### src/rtl/sr_drive_ctrl_if.sv
// Request and latch-drive bundle between a requester (master) and sr_drive_ctrl (slave).
interface sr_drive_ctrl_if;
    logic set_req;
    logic clr_req;
    logic s;
    logic r;
    logic gate;
    logic busy;
    logic q_shadow;
    logic err_conflict;
    logic err_overflow;

    modport master (
        output set_req, clr_req,
        input  s, r, gate, busy, q_shadow, err_conflict, err_overflow
    );

    modport slave (
        input  set_req, clr_req,
        output s, r, gate, busy, q_shadow, err_conflict, err_overflow
    );
endinterface

### src/rtl/sr_drive_ctrl.sv
// Debounced set/clear requests sequenced into glitch-free s/r/gate drive for an external SR latch,
// with a one-deep pending slot and conflict/overflow flags.
module sr_drive_ctrl #(
    parameter int unsigned DEB_CYCLES   = 4,
    parameter int unsigned PULSE_CYCLES = 2
) (
    input  logic           clk,
    input  logic           rst_n,
    sr_drive_ctrl_if.slave bus
);
    typedef enum logic [1:0] {IDLE = 2'd0, SETUP = 2'd1, PULSE = 2'd2, RELEASE = 2'd3} state_t;
    typedef enum logic {OP_CLR = 1'b0, OP_SET = 1'b1} op_t;

    localparam logic [7:0] DEB_LAST   = 8'(DEB_CYCLES - 1);
    localparam logic [7:0] PULSE_LAST = 8'(PULSE_CYCLES - 1);

    // Bit 0 carries the set request, bit 1 the clear request.
    logic [1:0] raw, meta, sync, deb, ev;
    logic [7:0] cnt [2];

    assign raw = {bus.clr_req, bus.set_req};

    // NOTE: sequential state uses <= so every flop samples pre-edge values of the others.
    always_ff @(posedge clk or negedge rst_n) begin
        if (!rst_n) begin
            meta <= '0;
            sync <= '0;
        end else begin
            meta <= raw;
            sync <= meta;
        end
    end

    always_ff @(posedge clk or negedge rst_n) begin
        if (!rst_n) begin
            deb <= '0;
            ev  <= '0;
            for (int i = 0; i < 2; i++) cnt[i] <= '0;
        end else begin
            for (int i = 0; i < 2; i++) begin
                ev[i] <= 1'b0;
                if (sync[i] == deb[i]) begin
                    cnt[i] <= '0;
                end else if (cnt[i] == DEB_LAST) begin
                    deb[i] <= sync[i];
                    cnt[i] <= '0;
                    ev[i]  <= sync[i];  // only a rising debounced level is a command
                end else begin
                    cnt[i] <= cnt[i] + 8'd1;
                end
            end
        end
    end

    state_t     state, state_nxt;
    op_t        op, op_nxt, pend_op, pend_op_nxt, new_op;
    logic       pend_valid, pend_valid_nxt, new_ev;
    logic [7:0] pcnt, pcnt_nxt;
    logic       q_q, q_nxt, ovf_nxt;
    logic       s_q, r_q, gate_q, busy_q, conf_q, ovf_q;
    logic       s_nxt, r_nxt, gate_nxt, busy_nxt;

    // Coincident set and clear cancel each other; only a lone event is a command.
    assign new_ev = ev[0] ^ ev[1];
    assign new_op = ev[0] ? OP_SET : OP_CLR;

    // NOTE: every output of this block is given a default first, so no path infers a latch.
    always_comb begin
        state_nxt      = state;
        op_nxt         = op;
        pcnt_nxt       = pcnt;
        pend_valid_nxt = pend_valid;
        pend_op_nxt    = pend_op;
        q_nxt          = q_q;
        ovf_nxt        = 1'b0;

        case (state)
            IDLE: begin
                if (pend_valid) begin
                    op_nxt         = pend_op;
                    state_nxt      = SETUP;
                    pend_valid_nxt = new_ev;
                    if (new_ev) pend_op_nxt = new_op;
                end else if (new_ev) begin
                    op_nxt    = new_op;
                    state_nxt = SETUP;
                end
            end
            SETUP: begin
                state_nxt = PULSE;
                pcnt_nxt  = '0;
            end
            PULSE: begin
                if (pcnt == PULSE_LAST) state_nxt = RELEASE;
                else                    pcnt_nxt  = pcnt + 8'd1;
            end
            RELEASE: begin
                state_nxt = IDLE;
                q_nxt     = (op == OP_SET);
            end
            default: state_nxt = IDLE;
        endcase

        if (state != IDLE && new_ev) begin
            if (!pend_valid) begin
                pend_valid_nxt = 1'b1;
                pend_op_nxt    = new_op;
            end else begin
                ovf_nxt = 1'b1;
            end
        end

        // Outputs decode from the next state so they can be registered without added latency.
        s_nxt    = 1'b1;
        r_nxt    = 1'b1;
        if (state_nxt != IDLE) begin
            s_nxt = (op_nxt == OP_CLR);
            r_nxt = (op_nxt == OP_SET);
        end
        gate_nxt = (state_nxt == PULSE);
        busy_nxt = (state_nxt != IDLE);
    end

    // NOTE: the pending slot and opcode are reset too, so a reset mid-command discards it.
    always_ff @(posedge clk or negedge rst_n) begin
        if (!rst_n) begin
            state      <= IDLE;
            op         <= OP_CLR;
            pend_valid <= 1'b0;
            pend_op    <= OP_CLR;
            pcnt       <= '0;
            q_q        <= 1'b0;
            s_q        <= 1'b1;
            r_q        <= 1'b1;
            gate_q     <= 1'b0;
            busy_q     <= 1'b0;
            conf_q     <= 1'b0;
            ovf_q      <= 1'b0;
        end else begin
            state      <= state_nxt;
            op         <= op_nxt;
            pend_valid <= pend_valid_nxt;
            pend_op    <= pend_op_nxt;
            pcnt       <= pcnt_nxt;
            q_q        <= q_nxt;
            s_q        <= s_nxt;
            r_q        <= r_nxt;
            gate_q     <= gate_nxt;
            busy_q     <= busy_nxt;
            conf_q     <= ev[0] & ev[1];
            ovf_q      <= ovf_nxt;
        end
    end

    assign bus.s            = s_q;
    assign bus.r            = r_q;
    assign bus.gate         = gate_q;
    assign bus.busy         = busy_q;
    assign bus.q_shadow     = q_q;
    assign bus.err_conflict = conf_q;
    assign bus.err_overflow = ovf_q;
endmodule
### src/flat_wrapper.sv
// flat-port wrapper written by rule: the top's interface ports become plain ports
module sr_drive_ctrl_flat 
#(
    parameter int unsigned DEB_CYCLES   = 4,
    parameter int unsigned PULSE_CYCLES = 2
)
  (clk, rst_n, bus_set_req, bus_clr_req, bus_s, bus_r, bus_gate, bus_busy, bus_q_shadow, bus_err_conflict, bus_err_overflow);
  sr_drive_ctrl_if bus_i ();
  input  logic clk;
  input  logic rst_n;
  input wire logic [$bits(bus_i.set_req)-1:0] bus_set_req;
  input wire logic [$bits(bus_i.clr_req)-1:0] bus_clr_req;
  output wire logic [$bits(bus_i.s)-1:0] bus_s;
  output wire logic [$bits(bus_i.r)-1:0] bus_r;
  output wire logic [$bits(bus_i.gate)-1:0] bus_gate;
  output wire logic [$bits(bus_i.busy)-1:0] bus_busy;
  output wire logic [$bits(bus_i.q_shadow)-1:0] bus_q_shadow;
  output wire logic [$bits(bus_i.err_conflict)-1:0] bus_err_conflict;
  output wire logic [$bits(bus_i.err_overflow)-1:0] bus_err_overflow;
  assign bus_i.set_req = bus_set_req;
  assign bus_i.clr_req = bus_clr_req;
  assign bus_s = bus_i.s;
  assign bus_r = bus_i.r;
  assign bus_gate = bus_i.gate;
  assign bus_busy = bus_i.busy;
  assign bus_q_shadow = bus_i.q_shadow;
  assign bus_err_conflict = bus_i.err_conflict;
  assign bus_err_overflow = bus_i.err_overflow;
  sr_drive_ctrl #(.DEB_CYCLES(DEB_CYCLES), .PULSE_CYCLES(PULSE_CYCLES)) u_core (.clk(clk), .rst_n(rst_n), .bus(bus_i));
endmodule
### config.mk
export PLATFORM = sky130hd
export DESIGN_NAME = sr_drive_ctrl_flat
export DESIGN_NICKNAME = d
export VERILOG_FILES = /design/src/rtl/sr_drive_ctrl_if.sv /design/src/rtl/sr_drive_ctrl.sv /design/src/flat_wrapper.sv
export SDC_FILE = /design/constraint.sdc
export NUM_CORES = 1
export LEC_CHECK = 0
export CAP_MARGIN = 20
export CORE_MARGIN = 2
export CORE_UTILIZATION = 30
export DETAILED_ROUTE_END_ITERATION = 6
export PLACE_DENSITY = 0.52
export SETUP_SLACK_MARGIN = 0.4
export SLEW_MARGIN = 20
export SYNTH_ARGS = -nofsm -noshare
export SYNTH_HDL_FRONTEND = slang
export SYNTH_SLANG_ARGS = --single-unit
### constraint.sdc
create_clock -name clk -period 2 [get_ports clk]
set_clock_uncertainty 0.15 [all_clocks]
set_input_delay 0.3 -clock clk [delete_from_list [all_inputs] [get_ports clk]]
set_output_delay 0.3 -clock clk [all_outputs]
set_load 0.03 [all_outputs]
Word-level counts from Yosys, hierarchy flattened
Cells that the tools add are included.
{"block": "totals", "register_bits": 44, "in_bits": 4, "out_inout_bits": 7, "wordCells": 76}
{"block": "classes", "addsub": 3, "n_eq_ne": 10, "muxes": 31, "bitwise": 5, "n_reduce_logical": 8}
{"operator": "$mux W8", "count": 5}
{"operator": "$add A8 B1 Y8 const B", "count": 3}
{"operator": "$mux W1", "count": 21}
{"operator": "$eq A8 B2 Y1 const B", "count": 2}
{"operator": "$pmux W8 S2", "count": 1}
{"operator": "$eq A8 B1 Y1 const B", "count": 1}
{"operator": "$pmux W2 S4", "count": 1}
{"operator": "$eq A2 B2 Y1 const B", "count": 3}
{"operator": "$mux W2", "count": 3}
{"operator": "$reduce_and A2 Y1", "count": 3}
{"operator": "$reduce_bool A2 Y1", "count": 3}
{"operator": "$not A1 Y1", "count": 3}
{"operator": "$eq A1 B1 Y1", "count": 2}
{"operator": "$eq A2 B1 Y1 const B", "count": 1}
{"operator": "$logic_not A2 Y1", "count": 1}
{"operator": "$ne A2 B2 Y1 const B", "count": 1}
{"operator": "$and A1 B1 Y1", "count": 1}
{"operator": "$logic_and A1 B1 Y1", "count": 1}
{"operator": "$xor A1 B1 Y1", "count": 1}

Longest topological paths before layout
Gate-level depths: netlist of run 1.
{"block": "logic_depth", "ltp_word": 6, "ltp_mapped": 7, "mapped_depth_nobuf": 6}

Worst setup path after synthesis of run 1
No wires, ideal clock.
{"block": "synth_path", "kind": "register -> register", "startpoint": "register u_core.pcnt[1]", "endpoint": "register u_core.pcnt[0]", "setup_ns": 0.128, "arrival_ns": 1.475, "required_ns": 1.722, "path_slack_ns": 0.248, "stages_incl_launch_ff": 7, "path_buffers": 0, "period_less_slack_ns": 1.752, "cell_sequence": "dfrtp_1 > inv_1 > ha_1 > or4b_4 > nor4_4 > xor2_1 > o22ai_1"}
{"block": "synth_via", "elab_chain_cells": 3}
{"item": "from (decl)", "line_no": "sr_drive_ctrl.sv:58", "source": "logic [7:0] pcnt, pcnt_nxt;"}
{"item": "from (signal assigned)", "line_no": "sr_drive_ctrl.sv:144", "source": "pcnt <= pcnt_nxt;"}
{"item": "$eq A8 B1 Y1", "line_no": "sr_drive_ctrl.sv:94", "source": "if (pcnt == PULSE_LAST) state_nxt = RELEASE;"}
{"item": "$ne A2 B2 Y1 (no line)"}
{"item": "$reduce_and A2 Y1 (no line)"}
Every way passes these cells.
A chain may end at the register's enable or synchronous reset.

Worst setup path after layout of run 1
{"block": "layout_path", "startpoint": "register u_core.pcnt[2]", "endpoint": "register u_core.pcnt[0]"}
Same word-level chain as after synthesis.

==> out/qor.csv, run 1 <==
metric,value,unit
fp-row-count,29,
path_cells,or4b_4 > nor4_4 > xor2_1 > o22ai_1,
hold_end,u_core.sync[1],
fp.coreArea,6310,µm²
wl_per_cell,12.4,µm
diodes,0,
initial_core_util,30.9,%
dpl_cell_area,2180,µm²
finalSetupTns,0,ns
start_kind,flop,
synth_edf_count,0,
clk_path_buf_depth,2,
final_common_cell,dfrtp_1,
outcome,finished clean,
worst_slew_pin_slew,0.457,ns
worst_r2r_startpoint,u_core.pcnt[2],
finalHoldViolCount,0,
power.static_leakage,0.00112,µW
cp_slowest_stage_delay,0.59,ns
maxSlewHeadroom,69.5,%
maxSlewViolCount,0,
irDropWorstVdd,0.694,mV
r2r_end,u_core.pcnt[0],
crit_arrival,1.86,ns
mostFrequentLayoutCells,"dfrtp_1 (42), nor2_1 (19), buf_4 (16), xor2_1 (15), nand3_1 (11)",
dp_cells,259,
area_growth,26.5,%
cts_tree,built,
grt_max_degree,27,
stdcell_area,2470,µm²
clkSinkCount,44,
ys_warn_count,0,
finalPower,3140,µW
setup_viol,0,
grt_pass1_wl,6300,µm
cts-root-buf,clkbuf_8,
cpMaxStageDelayCell,or4b_4,
ff2ff_path_depth,4,
path_buf_inv,0,
instances_no_fill,282,
via_per_inst,4.66,
drive_gt1_share,27.8,%
hold_start,u_core.meta[1],
avgSynthCellArea,11.5,µm²
first_pass_iters,4,
track_usage,11.0,%
drc_errors,0,
finalNetCount,218,
p_per_area,1270,nW/µm²
synth_area,1950,µm²
ys_types,36,
whs_path_depth,0,
drt-initial-drc-count,47,
die_w,84.6,µm
critPathCaptureType,flop,
globalRouteOverflowTotal,0,
post-route-period-util,91.5,%
ys_seq_area_share,56.6,%
num_vias,1313,
synthFlopType,dfrtp_1,
synthesis.instances,169,
required,2.03,ns
path_delay_family,simple AND/OR/NAND/NOR gates,
dieArea,7160,µm²
drt-total-wl,3490,µm
syn_nets,183,
grt_setup_unrepaired,true,
clkTransAtPathRegs,0.08,ns
die_h,84.6,µm
grt_pass1_vias,1300,
period_needed,1.83,ns
drtAntennaViolNets,0,
rrSetupSlack,0.17,ns
cap_viol_max_count,0,
io_buffers,10,
numCtsBuffers,5,
gp_congestion,0.789,
crit_type,reg2reg,
htreeDepth,2,
ys_ff_latch,44,
place_hpwl,2330,µm
num_io_pins,11,
fmax,0.546,GHz
async_flop_share,100,%
insertion_delay,0.29,ns
nFillCells,634,
hold_class,reg2reg,
cp_max_fo,7,
antenna_found_initial,0,
final_util,39.1,%
## through the flow
stage / hold slack [ns] / setup slack [ns]
2_1_floorplan: -0.146 / 0.249
3_3_place_gp: 0.124 / 0.142
3_5_place_dp: 0.131 / 0.155
4_1_cts: 0.204 / 0.181
5_1_grt: 0.210 / 0.0386
6_report: 0.202 / 0.170
## cell type report
| type | instances | area, µm² | area share [%] |
|---|---|---|---|
| Sequential cell | 44 | 1100 | 44.7 |
| Multi-Input combinational cell | 117 | 902 | 36.6 |
| Timing Repair Buffer | 29 | 246 | 9.99 |
| Tap cell | 77 | 96.3 | 3.90 |
| Clock buffer | 6 | 82.6 | 3.35 |
| Inverter | 7 | 26.3 | 1.06 |
| Clock inverter | 2 | 10.0 | 0.406 |
## worst register-to-register path, cell delays in order, from the launching register on
cell and delay (ns):
dfrtp_1 0.47, or4b_4 0.59, nor4_4 0.24, xor2_1 0.17, o22ai_1 0.10
## worst max path at each step
stage / from / to / slack, ns / depth (start not counted)
2_1_floorplan: u_core.pcnt[1] / u_core.pcnt[0] / 0.25 / 6
3_3_place_gp: u_core.state[0] / u_core.bus.s / 0.14 / 6
3_5_place_dp: u_core.pcnt[1] / u_core.pcnt[2] / 0.16 / 6
4_1_cts: u_core.pcnt[1] / u_core.pcnt[0] / 0.18 / 6
5_1_grt: u_core.pcnt[1] / u_core.pcnt[0] / 0.04 / 6
6_report: u_core.pcnt[2] / u_core.pcnt[0] / 0.17 / 4
## cells in the mapped netlist, types with 2 or more instances
cell / instances / area (µm²)
dfrtp_1: 42 / 1050
nor2_1: 19 / 71.3
xor2_1: 15 / 131
nand3_1: 12 / 60.1
ha_1: 10 / 125
and3_1: 8 / 50.1
nand2_1: 8 / 30.0
inv_1: 7 / 26.3
o21ai_0: 5 / 25.0
a21oi_1: 4 / 20.0
mux2_2: 4 / 45.0
xnor2_1: 4 / 35.0
nor3_1: 3 / 15.0
a31oi_1: 2 / 12.5
dfstp_2: 2 / 52.6
nor2b_1: 2 / 12.5
nor3b_1: 2 / 15.0
nor4b_1: 2 / 17.5
## metal layers
layer  GRT usage (%)  vias to the layer above  wire length, µm
met1            14.8                      634             1670
li1                -                      653                -
met2            16.8                       19             1650
met4            5.63                        0               88
met3            2.36                        7               86
met5               0                        -                0
## what timing repair did
item,4_1_cts,5_1_grt
endpoints found under the setup margin,35,23
buffers inserted,8,6
hold buffers,1,0
pin swaps,3,11
endpoints found under the hold margin,16,0
gates resized for setup,20,15
## state kept, by name (all words and copies together) (netlist names)
name,count
u_core.bus.err_conflict,1
u_core.bus.busy,1
u_core.deb,2
u_core.bus.s,1
u_core.pend_op,1
u_core.meta,2
u_core.bus.q_shadow,1
u_core.op,1
u_core.state,2
u_core.bus.err_overflow,1
u_core.bus.gate,1
u_core.ev,2
u_core.sync,2
u_core.bus.r,1
u_core.pcnt,8
u_core.cnt,16
u_core.pend_valid,1
## where the power goes
part | leakage [µW] | internal [µW] | switching (µW)
logic | 0.000505 | 620 | 681
clock network | 0.0000510 | 276 | 302
registers | 0.000566 | 1110 | 154
## cells by family (layout without fill, tap and decap cells)
family | count (synthesis) | count (layout) | synth area share [%]
mux | 4 | 4 | 2.31
flops | 44 | 44 | 56.6
xor+xnor | 19 | 19 | 8.53
simple gates | 64 | 64 | 17.9
compound gates | 19 | 19 | 6.22
fa+ha+maj | 11 | 11 | 6.93
buf+inv | 8 | 44 | 1.54
Power figures use the tool's default switching activity.
==> inputs of run 2 (changes only) <==
==> constraint.sdc (replaced) <==
create_clock -name clk -period 2.1 [get_ports clk]
set_clock_uncertainty 0.15 [all_clocks]
set_input_delay 0.315 -clock clk [delete_from_list [all_inputs] [get_ports clk]]
set_output_delay 0.315 -clock clk [all_outputs]
set_load 0.03 [all_outputs]
==> out/qor.csv, run 2 (same netlist as run 1, synthesis figures left out) <==
metric,value,unit
globalRouteOverflowTotal,0,
hold_start,u_core.meta[0],
maxSlewHeadroom,63.0,%
wl_per_cell,12.0,µm
critPathCaptureType,flop,
area_growth,22.0,%
period_needed,1.84,ns
cap_viol_max_count,0,
num_io_pins,11,
finalNetCount,212,
clkSinkCount,44,
start_kind,flop,
worst_r2r_startpoint,u_core.pcnt[1],
rrSetupSlack,0.26,ns
grt_pass1_vias,1262,
first_pass_iters,4,
mostFrequentLayoutCells,"dfrtp_1 (42), nor2_1 (19), xor2_1 (15), nand3_1 (12), buf_4 (12)",
final_common_cell,dfrtp_1,
p_per_area,1180,nW/µm²
place_hpwl,2150,µm
drt-initial-drc-count,16,
crit_path_end,u_core.pcnt[0],
worst_slew_pin_slew,0.554,ns
gp_congestion,0.763,
timing.hold.ws,0.202,ns
dieArea,7160,µm²
maxSlewViolCount,0,
io_buffers,10,
finalSetupTns,0,ns
fp.coreArea,6310,µm²
crit_type,reg2reg,
numCtsBuffers,5,
top_regs,"u_core.cnt: 16 flops, u_core.pcnt: 8 flops",
die_w,84.6,µm
crit_arrival,1.86,ns
initial_core_util,30.9,%
drc_errors,0,
ff2ff_path_depth,6,
outcome,finished clean,
cts_tree,built,
die_h,84.6,µm
clk_path_buf_depth,2,
diodes,0,
final_util,37.7,%
htreeDepth,2,
grt_setup_unrepaired,true,
required,2.13,ns
setup_viol,0,
grt_pass1_wl,6030,µm
clkTransAtPathRegs,0.08,ns
drive_gt1_share,21.1,%
cts-root-buf,clkbuf_8,
insertion_delay,0.30,ns
power.static_leakage,0.00108,µW
antenna_found_initial,0,
startpoint,u_core.pcnt[1],
irDropWorstVdd,0.610,mV
hold_class,reg2reg,
num_vias,1248,
finalHoldViolCount,0,
drt-total-wl,3300,µm
largest_register_ff_count,16,
drtAntennaViolNets,0,
fmax,0.545,GHz
fp-row-count,29,
track_usage,10.6,%
largest_register,u_core.cnt,
post-route-period-util,87.4,%
cp_max_fo,4,
via_per_inst,4.52,
grt_max_degree,45,
r2r_end,u_core.pcnt[0],
[run 2: changes by cell type in the layout (fill, tap and decap cells not counted), moves of 2 or more]
cell,previous run,this run
clkdlybuf4s15_1,0,2
o21ai_2,2,0
ha_2,4,2
ha_1,3,5
o21ai_0,1,4
buf_4,16,12
[run 2: layout make-up]
class	instances	area, µm²
clock buffers	6	72.6
clock inverters	2	12.5
fillers	625	3930
inverters	7	26.3
multi-input cells	117	880
flip-flops and latches	44	1100
well taps	77	96.3
repair buffers	23	189
[run 2: timing repair]
item | 4_1_cts | 5_1_grt
resized for setup | 12 | 13
setup buffers | 6 | 3
hold endpoints to repair | 42 | 0
hold buffers | 1 | 0
pin swaps | 3 | 3
endpoints found under the setup margin | 26 | 31
[run 2: power breakdown]
| part | internal (µW) | leakage, µW | total [µW] | switching [µW] |
|---|---|---|---|---|
| clock network | 232 | 0.0000412 | 517 | 285 |
| logic | 514 | 0.000472 | 1080 | 566 |
| registers | 1050 | 0.000566 | 1220 | 169 |
[run 2: worst min path at each step]
stage	endpoint	slack [ns]	cells past startpoint
2_1_floorplan	u_core.bus.busy	-0.13	0
3_3_place_gp	u_core.sync[1]	0.18	0
3_5_place_dp	u_core.sync[0]	0.19	0
4_1_cts	u_core.sync[0]	0.21	0
5_1_grt	u_core.sync[1]	0.21	0
6_report	u_core.sync[0]	0.20	0
[run 2: layer usage]
| layer | wire length (µm) | up-vias | part of all wire, % | global-route usage, % |
|---|---|---|---|---|
| li1 | - | 644 | - | - |
| met2 | 1470 | 12 | 45 | 15.9 |
| met3 | 115 | 7 | 3.5 | 3.83 |
| met1 | 1660 | 585 | 50 | 14.1 |
| met4 | 52 | 0 | 1.6 | 3.90 |
| met5 | 0 | - | 0 | 0 |
[run 2: metrics by stage]
| step | total power, µW | cells | setup WS (ns) | area, µm² |
|---|---|---|---|---|
| finish | 2820 | 276 | 0.264 | 2380 |
| global route | 3060 | 276 | 0.169 | 2380 |
| CTS | 2760 | 273 | 0.260 | 2300 |
| detailed placement | 2180 | 258 | 0.258 | 2160 |
| global placement | 2170 | 258 | 0.265 | 2160 |
| floorplan | 1880 | 169 | 0.348 | 1950 |
[run 2: worst max-delay path, stage by stage, from the launching register on]
cell	delay, ns
dfrtp_1	0.39
inv_2	0.08
ha_4	0.11
or4b_4	0.47
nor4_4	0.25
xor2_1	0.17
o22ai_1	0.09
==> inputs of run 3 (changes only) <==
--- a/config.mk
+++ b/config.mk
@@ -9,7 +9,7 @@
 export CORE_MARGIN = 2
 export CORE_UTILIZATION = 30
 export DETAILED_ROUTE_END_ITERATION = 6
-export PLACE_DENSITY = 0.52
+export PLACE_DENSITY = 0.53
 export SETUP_SLACK_MARGIN = 0.4
 export SLEW_MARGIN = 20
 export SYNTH_ARGS = -nofsm -noshare
==> constraint.sdc (replaced) <==
create_clock -name clk -period 1.6 [get_ports clk]
set_clock_uncertainty 0.15 [all_clocks]
set_input_delay 0.24 -clock clk [delete_from_list [all_inputs] [get_ports clk]]
set_output_delay 0.24 -clock clk [all_outputs]
set_load 0.03 [all_outputs]
==> out/qor.csv, run 3 (same netlist as run 1, synthesis figures left out) <==
metric,value,unit
outcome,finished with violations,
violations,setup timing,
top_regs,"u_core.cnt: 16 flops, u_core.pcnt: 8 flops",
finalSetupTns,-1.56,ns
mostFrequentLayoutCells,"dfrtp_1 (40), buf_4 (31), buf_6 (18), xor2_1 (15)",
p_seq_share,33.5,%
grt_use_met3,2.75,%
timing.hold.ws,0.209,ns
io_buffers,10,
stdcell_area,2980,µm²
cap_viol_max_count,0,
dpl_cell_area,2390,µm²
p_switching,1710,µW
maxSlewHeadroom,64.5,%
p_clk_share,15.2,%
dp_cells,280,
track_usage,12.3,%
drt-initial-drc-count,50,
via_per_inst,4.66,
grt.busiest_layer,met2,
cp_max_fo,4,
power.static_leakage,0.00130,µW
largest_register,u_core.cnt,
insertion_delay,0.29,ns
instances_no_fill,307,
use_met1,15.5,%
grt_setup_unrepaired,true,
cpMaxStageDelayCell,or4b_4,
hold_class,reg2reg,
num_io_pins,11,
antenna_found_initial,0,
cts-root-buf,clkbuf_8,
gp_congestion,0.779,
largest_register_ff_count,16,
finalHoldViolCount,0,
htreeDepth,2,
p_int,2990,µW
drc_errors,0,
period_needed,1.87,ns
drt-total-wl,4040,µm
p_sw_share,36.4,%
first_pass_iters,3,
crit_type,reg2reg,
wl_per_cell,13.2,µm
fp-row-count,29,
place_hpwl,2590,µm
maxSlewViolCount,0,
cp_slowest_stage_delay,0.48,ns
path_cells,inv_2 > ha_4 > or4b_4 > nor4_4 > xor2_1 > o22ai_1,
p_per_area,1570,nW/µm²
path_buf_inv,1,
finalNetCount,243,
die_w,84.6,µm
irDropWorstVdd,0.867,mV
grt_use_met2,20.9,%
grt_pass1_vias,1516,
die_h,84.6,µm
drive_gt1_share,56.5,%
dieArea,7160,µm²
area_growth,52.9,%
cts_tree,built,
clkTransAtPathRegs,0.09,ns
power_frac_comb,51.3,%
start_kind,flop,
initial_core_util,30.9,%
final_common_cell,dfrtp_1,
fp.coreArea,6310,µm²
clkSinkCount,44,
post-route-period-util,117,%
setup_viol,8,
diodes,0,
path_delay_family,simple AND/OR/NAND/NOR gates,
grt_max_degree,23,
num_vias,1432,
required,1.63,ns
worst_slew_pin_slew,0.530,ns
clk_path_buf_depth,2,
grt_pass1_wl,7100,µm
critPathCaptureType,flop,
globalRouteOverflowTotal,0,
drtAntennaViolNets,0,
worst_slack,-0.268,ns
fmax,0.535,GHz
numCtsBuffers,5,
crit_arrival,1.90,ns
[run 3: final timing paths]
kind                                           end            from  slack [ns]  cells after the start
max                                 u_core.pcnt[0]  u_core.pcnt[1]       -0.27                      6
min                                 u_core.sync[0]  u_core.meta[0]        0.21                      0
max reg2reg                         u_core.pcnt[0]  u_core.pcnt[1]       -0.27                      6
min reg2reg                         u_core.sync[0]  u_core.meta[0]        0.21                      0
max in group asynchronous             u_core.bus.s           rst_n        0.52                      3
min in group asynchronous  u_core.bus.err_overflow           rst_n        0.22                      2
[run 3: power by group through the flow]
| stage | logic [µW] | clock network, µW | registers, µW |
|---|---|---|---|
| after CTS | 2180 | 749 | 1560 |
| final | 2410 | 714 | 1570 |
| after global routing | 2630 | 802 | 1600 |
| after detailed placement | 1660 | 0 | 1570 |
| after global placement | 1640 | 0 | 1560 |
| after floorplan | 862 | 0 | 1720 |
[run 3: stage by stage]
| step | util (%) | setup slack [ns] | power (µW) |
|---|---|---|---|
| 2_1_floorplan | - | -0.151 | 2590 |
| 3_3_place_gp | 37.9 | -0.202 | 3200 |
| 3_5_place_dp | 37.9 | -0.261 | 3230 |
| 4_1_cts | 45.1 | -0.279 | 4500 |
| 5_1_grt | 47.2 | -0.365 | 5040 |
| 6_report | 47.2 | -0.268 | 4700 |
[run 3: area by class of cell]
cell class / instances / area (µm²)
multi-input combinational: 117 / 1170
tap: 77 / 96.3
sequential: 44 / 1110
timing repair buffer: 54 / 490
fill: 586 / 3330
clock inverter: 2 / 10.0
clock buffer: 6 / 82.6
inverter: 7 / 31.3
[run 3: timing repair]
action                                  4_1_cts  5_1_grt
endpoints found under the hold margin        32        0
hold buffers                                  1        0
pin swaps                                    17       16
gates resized for setup                     106       24
gates cloned                                  0        0
setup buffers                                12        6
endpoints found under the setup margin       45       45
[run 3: routing by layer]
layer	wire, µm	vias up
li1	-	706
met5	0	-
met2	2120	10
met4	36	0
met3	56	2
met1	1830	714
